`src/rtl/dual_issue_queue.sv`:
```
// dual_issue_queue
//
// Two-wide in-order issue queue between the I-Cache fetch stage and the
// register-read/dispatch stage. Fetched instruction pairs are buffered in a
// circular queue. Each cycle the two oldest entries are checked for hazards
// and either both issue or only the oldest does.
//
// Ports:
//   clk, rst          clock; asynchronous active-high reset
//   flush             discard every queued instruction (branch redirect)
//   fetch_valid[1:0]  bit0 = fetch_instr0 valid, bit1 = fetch_instr1 valid
//   fetch_instr0/1    older / younger fetched instruction
//   fetch_ready       queue has room for two more entries
//   issue_valid[1:0]  bit0 = issue_instr0 valid, bit1 = issue_instr1 valid
//   issue_instr0/1    oldest / second-oldest entry, zero while not valid
//   issue_ready       backend accepts the issued group this cycle
//   pair_split        two entries present but a hazard limits issue to one
//   occupancy         current entry count
//
// Optional build macro DUAL_ISSUE_STATS_EN adds the 32-bit counters
// stat_dual, stat_single and stat_split.

module dual_issue_queue #(
    parameter int XLEN     = 32,
    parameter int DEPTH    = 8,
    parameter int RF_IDX_W = 5
) (
    input  logic                    clk,
    input  logic                    rst,
    input  logic                    flush,
    input  logic [1:0]              fetch_valid,
    input  logic [XLEN-1:0]         fetch_instr0,
    input  logic [XLEN-1:0]         fetch_instr1,
    output logic                    fetch_ready,
    output logic [1:0]              issue_valid,
    output logic [XLEN-1:0]         issue_instr0,
    output logic [XLEN-1:0]         issue_instr1,
    input  logic                    issue_ready,
    output logic                    pair_split,
    output logic [$clog2(DEPTH):0]  occupancy
`ifdef DUAL_ISSUE_STATS_EN
    ,
    output logic [31:0]             stat_dual,
    output logic [31:0]             stat_single,
    output logic [31:0]             stat_split
`endif
);

    localparam int PTR_W = $clog2(DEPTH);
    localparam int CNT_W = PTR_W + 1;

    localparam logic [6:0] OP_LOAD   = 7'b0000011;
    localparam logic [6:0] OP_STORE  = 7'b0100011;
    localparam logic [6:0] OP_BRANCH = 7'b1100011;
    localparam logic [6:0] OP_JAL    = 7'b1101111;
    localparam logic [6:0] OP_JALR   = 7'b1100111;

    logic [XLEN-1:0]     mem [DEPTH];
    logic [PTR_W-1:0]    wr_ptr;
    logic [PTR_W-1:0]    rd_ptr;
    logic [CNT_W-1:0]    count;

    logic [XLEN-1:0]     head;
    logic [XLEN-1:0]     second;
    logic [6:0]          op0;
    logic [6:0]          op1;
    logic [RF_IDX_W-1:0] rd0;
    logic [RF_IDX_W-1:0] rd1;
    logic [RF_IDX_W-1:0] rs1_1;
    logic [RF_IDX_W-1:0] rs2_1;
    logic                hazard;
    logic                have_one;
    logic                have_two;
    logic                push_en;
    logic [CNT_W-1:0]    push_cnt;
    logic [CNT_W-1:0]    pop_cnt;

    assign head   = mem[rd_ptr];
    assign second = mem[rd_ptr + PTR_W'(1)];

    assign op0   = head[6:0];
    assign op1   = second[6:0];
    assign rd0   = head[7 +: RF_IDX_W];
    assign rd1   = second[7 +: RF_IDX_W];
    assign rs1_1 = second[15 +: RF_IDX_W];
    assign rs2_1 = second[20 +: RF_IDX_W];

    // Pair hazard between head and head+1: RAW and WAW only count when the
    // older instruction really writes a register (x0 is a sink), control
    // transfers in the older slot always split, and two memory ops compete
    // for the single memory port.
    always_comb begin
        hazard = 1'b0;
        if (rd0 != '0 && (rd0 == rs1_1 || rd0 == rs2_1 || rd0 == rd1)) begin
            hazard = 1'b1;
        end
        if (op0 == OP_BRANCH || op0 == OP_JAL || op0 == OP_JALR) begin
            hazard = 1'b1;
        end
        if ((op0 == OP_LOAD || op0 == OP_STORE) &&
            (op1 == OP_LOAD || op1 == OP_STORE)) begin
            hazard = 1'b1;
        end
    end

    assign have_one = (count != '0);
    assign have_two = (count >= CNT_W'(2));

    assign issue_valid[0] = have_one & ~flush;
    assign issue_valid[1] = have_two & ~flush & ~hazard;
    assign issue_instr0   = issue_valid[0] ? head : '0;
    assign issue_instr1   = issue_valid[1] ? second : '0;
    assign pair_split     = have_two & hazard & ~flush;
    assign occupancy      = count;

    // Readiness is judged on the registered count only, so a pop in the same
    // cycle never opens room for a push.
    assign fetch_ready = (count <= CNT_W'(DEPTH - 2));
    assign push_en     = fetch_ready & fetch_valid[0];
    assign push_cnt    = push_en ? (fetch_valid[1] ? CNT_W'(2) : CNT_W'(1)) : '0;
    assign pop_cnt     = issue_ready ? (CNT_W'(issue_valid[0]) + CNT_W'(issue_valid[1])) : '0;

    // Pointer and count bookkeeping; flush wins over any same-cycle push or pop.
    always_ff @(posedge clk or posedge rst) begin
        if (rst) begin
            wr_ptr <= '0;
            rd_ptr <= '0;
            count  <= '0;
        end else if (flush) begin
            wr_ptr <= '0;
            rd_ptr <= '0;
            count  <= '0;
        end else begin
            wr_ptr <= wr_ptr + push_cnt[PTR_W-1:0];
            rd_ptr <= rd_ptr + pop_cnt[PTR_W-1:0];
            count  <= count + push_cnt - pop_cnt;
        end
    end

    // Entry storage is not reset; count alone decides what is valid.
    always_ff @(posedge clk) begin
        if (push_en && !flush) begin
            mem[wr_ptr] <= fetch_instr0;
            if (fetch_valid[1]) begin
                mem[wr_ptr + PTR_W'(1)] <= fetch_instr1;
            end
        end
    end

`ifdef DUAL_ISSUE_STATS_EN
    // Issue-group statistics, free-running and cleared only by reset.
    always_ff @(posedge clk or posedge rst) begin
        if (rst) begin
            stat_dual   <= '0;
            stat_single <= '0;
            stat_split  <= '0;
        end else if (issue_ready && !flush) begin
            if (issue_valid == 2'b11) begin
                stat_dual <= stat_dual + 32'd1;
            end
            if (issue_valid == 2'b01) begin
                stat_single <= stat_single + 32'd1;
            end
            if (pair_split) begin
                stat_split <= stat_split + 32'd1;
            end
        end
    end
`endif

endmodule

```
`config.mk`:
```
export PLATFORM = sky130hd
export DESIGN_NAME = dual_issue_queue
export DESIGN_NICKNAME = d
export VERILOG_FILES = /design/src/rtl/dual_issue_queue.sv
export SDC_FILE = /design/constraint.sdc
export NUM_CORES = 1
export LEC_CHECK = 0
export CAP_MARGIN = 20
export CORE_UTILIZATION = 40
export CTS_BUF_LIST = sky130_fd_sc_hd__clkbuf_8
export CTS_CLUSTER_DIAMETER = 40
export DETAILED_ROUTE_END_ITERATION = 7
export GPL_TIMING_DRIVEN = 1
export SYNTH_ARGS = -nofsm -noshare
export SYNTH_HDL_FRONTEND = slang
export SYNTH_SLANG_ARGS = --single-unit
```
`constraint.sdc`:
```
create_clock -name clk -period 4.8 [get_ports clk]
set_input_delay 0.96 -clock clk [delete_from_list [all_inputs] [get_ports clk]]
set_output_delay 0.96 -clock clk [all_outputs]
set_load 0.005 [all_outputs]
```
Word-level counts from Yosys, hierarchy flattened:

Memory sizes are Yosys's and may differ from the RTL's.
Index checks and enable logic that the tools add are counted.

* add/sub/neg operators: 7
* magnitude comparators: 2
* equal/unequal tests: 10
* multiplexer cells: 16
* bitwise gates (word level): 8
* reduce and logical (&&, ||, !) cells: 12

Operators by type and width (count)
* 32-bit 2-to-1 mux: 2
* 7-bit == test, second input constant: 3
* 5-bit == test: 3
* 7-bit by 2-bit == test with 1-bit output, second input constant: 2
* 7-bit by 6-bit == test with 1-bit output, second input constant: 2
* 1-bit 2-to-1 mux: 8
* 3-bit by 1-bit adder with 3-bit output, second input constant: 2
* 3-bit by 2-bit adder with 3-bit output: 2
* 1-bit bitwise AND: 6
* 1-bit logical OR: 6
* 2-bit 2-to-1 mux: 3
* 3-bit 2-to-1 mux: 2
* 5-bit nonzero test: 1
* 4-bit by 2-bit adder with 4-bit output: 1
* 4-bit by 2-bit greater-or-equal comparator with 1-bit output, second input constant: 1
* 4-bit by 3-bit <= comparator with 1-bit output, second input constant: 1
* 4-bit 2-to-1 mux: 1
* 4-bit nonzero test: 1
* 4-bit by 2-bit subtractor with 4-bit output: 1
* 1-bit logical AND: 3
* 1-bit by 1-bit adder with 2-bit output: 1
* 1-bit NOT: 2
* 1-bit zero test: 1

* register bits after elaboration: 10
* RAM bits: 256
* input bits: 70
* output and inout port bits: 72
* word-level logic and storage cells: 59
* memories kept: 1

Memory list
* mem: depth 8, width 32, rd ports 2, clocked after Yosys merged registers in 0, wr ports 2, RTL line 58 `logic [XLEN-1:0] mem [DEPTH];`

Depth between registers and ports, before layout:

An unclocked memory read counts as a cell.

* word-level depth: 15
* depth in mapped cells: 22
* mapped depth without buffers: 18

Worst setup path before layout:

Ideal clock, no wire load.

* kind: reg2reg
* start: register rd_ptr[0]
* end: register count[2], in the netlist occupancy[2]
* library setup time: 132 ps
* arrival: 4352 ps
* data required time: 4668 ps
* setup slack: 316 ps
* stages on the path, launching flop included: 20
* path buffers: 4
* clock period less this slack: 4484 ps
* path through: dfrtp_1 -> ha_1 -> buf_4 -> buf_2 -> mux4_2 -> mux2i_1 -> xor2_1 -> o22ai_1 -> o22a_1 -> buf_6 -> buf_6 -> nor3_1 -> ha_1 -> and2_1 -> ha_1 -> inv_1 -> ha_1 -> fa_1 -> xnor2_1 -> nor2_1

* longest elaborated chain between the ends: 15
* elaborated cells on any way between the ends: 30
* classes of those cells: add/sub: 3; eq/ne: 10; mux: 5; bitwise: 2; reduce/logical: 9; memory: 1

RTL lines
* start, declared: RTL line 60 `logic [PTR_W-1:0] rd_ptr;`
* start signal, assigned: RTL line 135 `rd_ptr <= rd_ptr + pop_cnt[PTR_W-1:0];`
* 3-bit by 1-bit adder with 3-bit output: RTL line 79 `assign second = mem[rd_ptr + PTR_W'(1)];`
* memory 8 x 32 bit *
* 5-bit == test: RTL line 94 `if (rd0 != '0 && (rd0 == rs1_1 || rd0 == rs2_1 || rd0 == rd1)) begin`
* 1-bit logical OR (2 in a row): RTL line 94
* 1-bit logical AND: RTL line 94
* 1-bit 2-to-1 mux: RTL line 94
* 1-bit 2-to-1 mux: RTL line 97 `if (op0 == OP_BRANCH || op0 == OP_JAL || op0 == OP_JALR) begin`
* 1-bit 2-to-1 mux *: RTL line 100 `if ((op0 == OP_LOAD || op0 == OP_STORE) &&`
* 1-bit NOT *: RTL line 110 `assign issue_valid[1] = have_two & ~flush & ~hazard;`
* 1-bit bitwise AND *: RTL line 110
* net issue_valid[1]: RTL line 35 `output logic [1:0] issue_valid,`
* 1-bit by 1-bit adder with 2-bit output *: RTL line 121 `assign pop_cnt = issue_ready ? (CNT_W'(issue_valid[0]) + CNT_W'(issue_valid[1])) : '0;`
* 2-bit 2-to-1 mux *: RTL line 121
* 4-bit by 2-bit subtractor with 4-bit output *: RTL line 136 `count <= count + push_cnt - pop_cnt;`
* 4-bit 2-to-1 mux *: RTL line 129 `end else if (flush) begin`
* end signal, assigned: RTL line 136
* end, declared: RTL line 61 `logic [CNT_W-1:0] count;`

The timed path passes the listed nets; every way through them passes the cells marked *.

Worst setup path in the final report:

* start: register rd_ptr[0]
* end: output port issue_instr1[1]

* longest elaborated chain between the ends: 12
* elaborated cells on any way between the ends: 27
* classes of those cells: add/sub: 1; eq/ne: 10; mux: 4; bitwise: 2; reduce/logical: 9; memory: 1

RTL lines
* 3-bit by 1-bit adder with 3-bit output: RTL line 79
* memory 8 x 32 bit *
* 5-bit == test: RTL line 94
* 1-bit logical OR (2 in a row): RTL line 94
* 1-bit logical AND: RTL line 94
* 1-bit 2-to-1 mux: RTL line 94
* 1-bit 2-to-1 mux: RTL line 97
* 1-bit 2-to-1 mux: RTL line 100
* 1-bit NOT: RTL line 110
* 1-bit bitwise AND: RTL line 110
* 32-bit 2-to-1 mux *: RTL line 112 `assign issue_instr1 = issue_valid[1] ? second : '0;`
* end, declared: RTL line 37 `output logic [XLEN-1:0] issue_instr1,`

Mark *: on every way between the ends. The rest lies on a longest branch, timed or not.

==> impl_metrics.ini <==
[run_status]
status = finished, violations left
violations = setup timing

[timing]
hold_viol_final = 0
setup_viol = 10
setup_ws_ns = -0.1572
fmaxAchievable_ghz = 0.2017
worstMarginPinSlew_ns = 0.9578
maxSlewHeadroom_pct = 35.97
rsz0062_at_grt = yes
fin_skew_ns = 0.03707
period_needed_ns = 4.957
maxSlewViolCount = 0
hold_ws_ns = 0.6746
period_share_pct = 103.3

[clock_network]
numCtsBuffers = 54
clk_latency_ns = 0.64
htreeDepth = 2
clock_path_buffers = 3
cts-root-buf = clkbuf_8
clkSinkCount = 266
cts_tree = yes
path_clk_slew_ns = 0.06

[routing]
ant_nets = 0
totalWireLength_um = 49540
viasPerCell = 5.883
drtPass1Iterations = 4
drc_errors = 0
via_count = 10570
first_iter_violations = 765
wire_per_inst_um = 27.58

[place]
placed_cells = 1644
dp_hpwl_um = 28940
place_ws_ns = -0.04499
port_buffers = 141
gp_congestion = 0.7779

[grt]
grt_max_degree = 41
grt_pass1_vias = 10860
grt_overflow = 0
antenna_found_initial = 0
grt_use_total_pct = 23.63
grt_pass1_wl_um = 71040

[synthesis]
yosysTopAreaCell = edfxtp_1
syn_area_um2 = 16200
syn_area_per_cell_um2 = 16.29
synthCells = 995
synth_top_family_by_area = multiplexers
synth.distinct_cells = 43
synth_compound_area_share_pct = 0.8107
synthesis.nets = 1080
ys_seq_area_share_pct = 48.98
async_flop_share_pct = 3.759
synth_ff_type = edfxtp_1
synthTopCellsByArea = edfxtp_1 (47%), mux2_2 (18%), mux4_2 (16%), mux2i_1 (5.4%), nor4_2 (2.0%)
synth-edff-count = 256
ys_seq_elements = 266
synth_top_area_share_pct = 47.44
synth.area.mux_share_pct = 40.10
synthSimpleGateAreaFrac_pct = 4.517
ys_warn_count = 0
synth_xor_area_share_pct = 1.305
synth_fa_ha_area_share_pct = 1.344

[hold_path]
min_path_type = input pin to asynchronous set/reset pin

[pwr]
power.internal_mw = 7.576
pwr-share-seq_pct = 23.9
swShare_pct = 34.97
p_clk_share_pct = 21.7
combPwrFrac_pct = 54.4
p_per_area_nw_per_um2 = 561.8
p_switching_mw = 4.073
leakage_nw = 6.922
ir_drop_mv = 0.3348

[floorplan]
die_area_um2 = 41320
die_y_um = 203.3
die_w_um = 203.3
core-area_um2 = 39820
io_pins = 142
initial_core_util_pct = 40.69
fp-row-count = 73

[critical_path]
crit_start = rd_ptr[0]
path_buf_inv = 6
reg2reg_depth = 22
r2r-end = occupancy[3]
start_kind = register
cp_num_cells = 14
crit_fanout = 6
endpoint = issue_instr1[1]
cp-end-kind = output port
critPathKind = register to output port
cp_cell_sequence = ha_4, buf_12, buf_12, mux2i_1, mux4_2, xnor2_2, nand4_1, o22ai_1, o22a_2, buf_4, clkbuf_16, buf_4, nor4_4, buf_2
critPathRequiredTime_ns = 3.84
slowest_stage = mux4_2
crit-reg2reg-launch = rd_ptr[0]
critPathArrivalTime_ns = 4.00
reg2reg_slack_ns = 0.15
crit_path_max_incr_delay_ns = 0.55
critPathTopFamily = buffers and inverters

[final_layout]
nets = 1316
layout_common_cells = mux2_2 (257), edfxtp_1 (256), mux4_2 (116)
antenna_cells = 0
final_common_cell = mux2_2
area_delta_synth_final_pct = 27.96
post_route_cells_drive_above_1_share_pct = 53.11
final_cells = 1796

[run]
drv_cap = 0
registers in the layout, indices dropped and copies added (netlist names):
name and flops:
mem 256, occupancy 4, wr_ptr 3, rd_ptr 3
power groups by stage:
stage	sequential, mW	combinational (mW)	clock [mW]
finish	2.78	6.34	2.52
detailed placement	2.83	4.96	0
floorplan	2.80	3.18	0
global route	2.80	6.69	2.67
global placement	2.82	4.95	0
CTS	2.78	5.47	2.57
synth_stat cells, types with 2 or more instances:
cell	number
inv_1	14
o21bai_1	4
nor4_1	7
mux4_1	3
buf_4	5
nor4_2	26
mux4_2	116
a21o_1	2
a21oi_1	3
inv_2	2
dfrtp_1	10
ha_1	11
nand2b_1	4
nand3_1	2
buf_2	30
o21ai_0	2
fa_1	4
and2_1	3
nor2b_1	7
xnor2_1	16
nand2_1	10
edfxtp_1	256
nor2_1	41
nand4_1	3
nor3b_1	2
o31ai_1	2
mux2_2	257
clkbuf_1	18
and3_1	4
mux2i_2	3
nor3_1	3
buf_1	18
buf_6	7
mux2i_1	87
xor2_1	5
worst min-delay path by stage:
stage                    from  slack (ns)  cells after the start   endpoint
finish                    rst        0.67                      2  rd_ptr[1]
CTS                       rst        0.65                      2  rd_ptr[1]
global placement    wr_ptr[0]        0.71                      2  wr_ptr[0]
detailed placement  wr_ptr[0]        0.72                      2  wr_ptr[0]
global route              rst        0.68                      2  rd_ptr[1]
floorplan           rd_ptr[0]        0.64                      2  rd_ptr[0]
worst register-to-register path: stages, from the launching register on:
cell and delay [ns]:
dfrtp_4 0.50, ha_4 0.39, buf_12 0.17, buf_12 0.13, mux2i_1 0.08, mux4_2 0.52, xnor2_1 0.20, nand4_1 0.12
o22ai_1 0.16, o22a_2 0.26, buf_4 0.15, buf_4 0.11, nor3_4 0.04, ha_1 0.22, nand2_2 0.09, inv_1 0.06
fa_1 0.50, inv_1 0.06, ha_1 0.27, a21o_1 0.16, a21oi_1 0.17, xnor2_1 0.13, nor2_1 0.05
logic make-up after synthesis:
kind of cell             Yosys count
XOR/XNOR                          22
AO/OA/AOI/OAI                     19
buffers and inverters             95
flip-flops                       266
adder cells (fa/ha/maj)           15
multiplexers                     466
AND/OR/NAND/NOR                  112
routing by layer:
metal	vias up	track usage, %	part of all wire [%]
met5	-	0	0
met4	0	5.666	1.9
met3	72	3.995	6.3
met2	377	38.24	49
met1	5579	33.15	43
li1	4537	-	-
layout make-up:
type                    count  area [µm²]
clock buffers              55       757.0
repair buffers            259        2633
inverters                  16       60.06
fillers                  3404       19090
multi-input cells         634        8300
flip-flops and latches    266        7946
well taps                 525       656.9
clock inverters            41       381.6
per-stage QoR:
stage               power (mW)  setup TNS (ns)  cell area, µm²  util [%]
finish                   11.65         -0.6977           20730     52.07
global route             12.15          -2.833           20730     52.07
detailed placement       7.786        -0.04499           18640     46.81
global placement         7.774        -0.01876           18640     46.81
floorplan                5.976               0           16200         -
CTS                      10.81          -2.989           20190     50.69
timing repair:
action,in CTS,in global routing
gates resized for setup,62,113
buffers inserted,14,35
gates cloned,2,6
setup endpoints to repair,35,35
pin swaps,3,21
hold buffers,0,0
Note: power is estimated with default switching activity, not from simulation.
